$ cat src/rtl/fp_norm_grs.sv
// fp_norm_grs: normalizes a wide unnormalized mantissa product into a truncated
// single-precision word plus guard/round/sticky, one item in flight, valid/ready both sides.
module fp_norm_grs #(
   parameter int M_W   = 48,
   parameter int EXP_W = 10
) (
   input  logic             clk,
   input  logic             rst_n,
   input  logic             in_valid,
   output logic             in_ready,
   input  logic             in_sign,
   input  logic [EXP_W-1:0] in_exp,
   input  logic [M_W-1:0]   in_mant,
   output logic             out_valid,
   input  logic             out_ready,
   output logic [31:0]      out_word,
   output logic             out_guard,
   output logic             out_round,
   output logic             out_sticky
);
   typedef enum logic [1:0] {IDLE, NORM, DENORM, OUT} state_t;
   localparam logic signed [EXP_W:0]   E_ONE  = (EXP_W+1)'(1);
   localparam logic signed [EXP_W:0]   E_INF  = (EXP_W+1)'(255);
   localparam logic signed [EXP_W+1:0] UF_LIM = (EXP_W+2)'(M_W);
   state_t                  state, state_nx;
   logic [M_W-1:0]          w;
   logic signed [EXP_W:0]   e;
   logic                    sacc, sgn;
   logic signed [EXP_W:0]   e_load;
   logic signed [EXP_W+1:0] under_amt;
   logic                    accept, mant_zero, e_le0, full_uf;
   logic                    norm_shift, denorm_shift, pk_ovf;
   logic [31:0]             pk_word;
   logic                    pk_g, pk_r, pk_s;
   assign in_ready     = state == IDLE;
   assign out_valid    = state == OUT;
   assign accept       = in_valid && in_ready;
   assign mant_zero    = in_mant == '0;
   assign e_load       = {in_exp[EXP_W-1], in_exp} + (EXP_W+1)'(1);
   assign e_le0        = e_load[EXP_W] || e_load == '0;
   // right shifts needed to reach e==1; at M_W or more every bit lands in sticky
   assign under_amt    = (EXP_W+2)'(1) - {e_load[EXP_W], e_load};
   assign full_uf      = e_le0 && under_amt >= UF_LIM;
   assign norm_shift   = !w[M_W-1] && e > E_ONE;
   assign denorm_shift = e < E_ONE;
   assign pk_ovf       = e >= E_INF;
   assign pk_word      = pk_ovf ? {sgn, 8'hFF, 23'h0}
                                : {sgn, w[M_W-1] ? e[7:0] : 8'h00, w[M_W-2:M_W-24]};
   assign pk_g         = !pk_ovf && w[M_W-25];
   assign pk_r         = !pk_ovf && w[M_W-26];
   assign pk_s         = !pk_ovf && ((|w[M_W-27:0]) || sacc);
   always_ff @(posedge clk or negedge rst_n)
      if (!rst_n) state <= IDLE;
      else        state <= state_nx;
   always_comb begin
      state_nx = state;
      unique case (state)
         IDLE:    if (accept) state_nx = (mant_zero || full_uf) ? OUT : e_le0 ? DENORM : NORM;
         NORM:    if (!norm_shift) state_nx = OUT;
         DENORM:  if (!denorm_shift) state_nx = OUT;
         OUT:     if (out_ready) state_nx = IDLE;
         default: state_nx = IDLE;
      endcase
   end
   always_ff @(posedge clk or negedge rst_n)
      if (!rst_n) begin
         w          <= '0;
         e          <= '0;
         sacc       <= 1'b0;
         sgn        <= 1'b0;
         out_word   <= '0;
         out_guard  <= 1'b0;
         out_round  <= 1'b0;
         out_sticky <= 1'b0;
      end else if (accept) begin
         w          <= in_mant;
         e          <= e_load;
         sacc       <= 1'b0;
         sgn        <= in_sign;
         // zero and full-underflow results are final here; other paths overwrite on pack
         out_word   <= {in_sign, 31'b0};
         out_guard  <= 1'b0;
         out_round  <= 1'b0;
         out_sticky <= !mant_zero && full_uf;
      end else if (state == NORM && norm_shift) begin
         w <= w << 1;
         e <= e - E_ONE;
      end else if (state == DENORM && denorm_shift) begin
         w    <= w >> 1;
         sacc <= sacc | w[0];
         e    <= e + E_ONE;
      end else if (state == NORM || state == DENORM) begin
         out_word   <= pk_word;
         out_guard  <= pk_g;
         out_round  <= pk_r;
         out_sticky <= pk_s;
      end
endmodule

$ cat config.mk
export PLATFORM = sky130hd
export DESIGN_NAME = fp_norm_grs
export DESIGN_NICKNAME = d
export VERILOG_FILES = /design/src/rtl/fp_norm_grs.sv
export SDC_FILE = /design/constraint.sdc
export NUM_CORES = 1
export LEC_CHECK = 0
export ABC_CLOCK_PERIOD_IN_PS = 7200
export CAP_MARGIN = 20
export CORE_ASPECT_RATIO = 0.8
export CORE_MARGIN = 5
export CORE_UTILIZATION = 30
export DETAILED_ROUTE_END_ITERATION = 10
export PLACE_DENSITY_LB_ADDON = 0.08
export SYNTH_ARGS = -nofsm -noshare
export SYNTH_HDL_FRONTEND = slang
export SYNTH_SLANG_ARGS = --single-unit
$ cat constraint.sdc
create_clock -name clk -period 7.2 [get_ports clk]
set_input_delay 0.72 -clock clk [delete_from_list [all_inputs] [get_ports clk]]
set_output_delay 0.72 -clock clk [all_outputs]
set_load 0.05 [all_outputs]
==> results.yml <==
outcome:
  status: "completed"
route:
  drc_errors: 0
  wl_per_cell_um: 18.4
  routed_via_density: 5.32
  num_vias: 5133
  wirelength_mm: 17.7
  ant_nets: 0
  drt_iter0_drc: 284
  dr.pass1.iters: 4
clock_tree:
  cts.sinks: 98
  htree_levels: 3
  cts_resized: 0
  clk_latency_ps: 350
  path_clk_slew_ps: 70
  cts_root_buf: "clkbuf_16"
  cts_max_path_buffers: 2
  cts_hold_buf: 0
  cts_tree: "done"
  post_cts_buffers: 0
  numCtsBuffers: 9
layout:
  num_antenna_cells: 0
  final_common_cell: "nand2_1"
  fin_nets: 773
  syn2layout_area_growth_pct: 24.8
  layout_common_cells: "nand2_1, dfrtp_1, clkdlybuf4s50_1, nor2_1, a21o_1"
  post-route-util: 0.383
  final_cell_area_um2: 7340
  final_cells: 964
  drive_above_1_share: 0.0992
flow_run:
  cap_violations: 0
power_and_ir_drop:
  ir_drop_mv: 0.233
  finalPower_w: 0.00328
  power.leakage_nw: 3.08
  power_density_nw_per_um2: 447
synthesis:
  synth.avg_cell_area_um2: 9.23
  synth_xor_area_frac: 0.0238
  ys_seq_elements: 98
  synthSimpleGateAreaFrac: 0.195
  syn-num-nets: 709
  synth_compound_area_frac: 0.284
  synthAdderAreaFrac: 0.0191
  ys_types: 61
  synth_edf_count: 0
  synth_ff_type: "dfrtp_1"
  synth_area_um2: 5880
  synth_top_family_by_area: "compound AO/OA/AOI/OAI gates"
  synthArstFlopShare: 1.00
  yosys-mux-area-fraction: 0.00702
  synth-seq-area-share: 0.417
  synth_cells: 637
  ys_warn_count: 0
worst_setup_path:
  rrSetupSlack_ps: 3550
  cp.required_ps: 7440
  cp-end-kind: "flip-flop"
  cp_slowest_stage_delay_ps: 760
  cpMostUsedCell: "buf_4"
  crit_family: "buffers and inverters"
  worstPathArrival_ps: 3890
  path_buf_inv: 2
  startpoint_type: "flip-flop"
  crit_slowest_cell: "buf_4"
  path_class: "flip-flop to flip-flop"
  cp_cell_sequence: "or4_1 > o31a_2 > buf_4 > nor3_4 > buf_4 > a311oi_1 > a21o_1"
  worstPathMaxFanout: 83
sta:
  drv_slew: 0
  hold_viol: 0
  fmax_mhz: 274
  tns_ps: 0
  setup_viol: 0
  period_share: 0.507
  skew_ps: 10.6
  rsz0062_at_grt: "false"
  relSlewSlack: 0.285
  tightest_slew_ps: 1070
  period_needed_ps: 3650
place:
  io_buffers: 99
  dp_hpwl_mm: 12.6
  gp_congestion: 0.857
  dpl.cell_count: 945
  post_dp_cell_area_um2: 6980
grt:
  grt_max_degree: 93
  first_global_vias: 4950
  grt_use_total: 0.155
  antenna_found_initial: 0
  grt_pass1_wl_mm: 28.2
  grt_overflow: 0
floorplan:
  core.rowCount: 45
  pin_count: 100
  core_region_area_um2: 19100
  die_w_um: 167
  start_util: 0.307
  dieArea_um2: 22500
  fp.dieH_um: 135
worst_hold_path:
  hold_path_class: "input port to asynchronous set/reset pin"
[power by group]
group	switching (W)	total [W]	internal (W)
clock network	0.000224	0.000498	0.000274
registers	0.000253	0.00104	0.000787
logic	0.00106	0.00174	0.000680
[final cells by class]
type	instances	area (um^2)
Multi-Input combinational cell	476	3140
Timing Repair Buffer	108	1090
Fill cell	1955	11800
Tap cell	258	323
Sequential cell	98	2450
Clock buffer	10	229
Clock inverter	6	73.8
Inverter	8	30.0
[logic make-up after synthesis]
| kind of cell | after synthesis |
|---|---|
| compound gates | 198 |
| xor+xnor | 16 |
| fa+ha+maj | 9 |
| buf+inv | 63 |
| flops | 98 |
| mux | 4 |
| simple gates | 249 |
[synthesized netlist by cell type, drive strengths merged, types with 8 or more instances]
library cell | number | area [um^2]
nand3 | 10 | 62.6
ha | 9 | 113
a22o | 25 | 219
nor3 | 8 | 50.1
buf | 26 | 176
clkbuf | 29 | 109
a311oi | 42 | 556
dfrtp | 98 | 2450
nor2 | 64 | 264
xor2 | 8 | 70.1
nand2 | 119 | 447
xnor2 | 8 | 70.1
a21o | 44 | 330
a21oi | 23 | 119
nor4 | 19 | 119
o21ai | 27 | 135
inv | 8 | 30.0
[worst paths after layout]
check                                            to  cells after the start                     start
max reg2reg                       w[19]$_DFFE_PN0P_                      7          e[2]$_DFFE_PN0P_
min reg2reg                out_word[27]$_DFFE_PN0P_                      2  out_word[27]$_DFFE_PN0P_
max in group asynchronous         w[15]$_DFFE_PN0P_                      3                     rst_n
min                         out_word[5]$_DFFE_PN0P_                      1                     rst_n
min in group clk           out_word[27]$_DFFE_PN0P_                      2  out_word[27]$_DFFE_PN0P_
max                               w[19]$_DFFE_PN0P_                      7          e[2]$_DFFE_PN0P_
[worst reg2reg max path, stage by stage (launching register included)]
cell      delay [ps]
dfrtp_1          500
or4_1            700
o31a_2           640
buf_4            340
nor3_4           190
buf_4            760
a311oi_1         200
a21o_1           210
[stage by stage]
step	worst slack (ps)	hold WS (ps)
CTS	3580	233
floorplan	4670	424
finish	3550	239
global placement	3650	464
detailed placement	3610	463
global route	3340	252
[state kept, by name (all words and copies together) (netlist names)]
name	flops
e	11
out_guard	1
out_round	1
out_sticky	1
out_word	32
sacc	1
sgn	1
state	2
w	48
[routing by layer]
| layer | vias to the layer above | GRT usage | part of all wire |
|---|---|---|---|
| li1 | 2468 | - | - |
| met1 | 2523 | 0.239 | 0.52 |
| met2 | 128 | 0.216 | 0.42 |
| met3 | 14 | 0.0397 | 0.051 |
| met4 | 0 | 0.0354 | 0.012 |
| met5 | - | 0 | 0 |
Note: power is estimated with default switching activity, not from simulation.
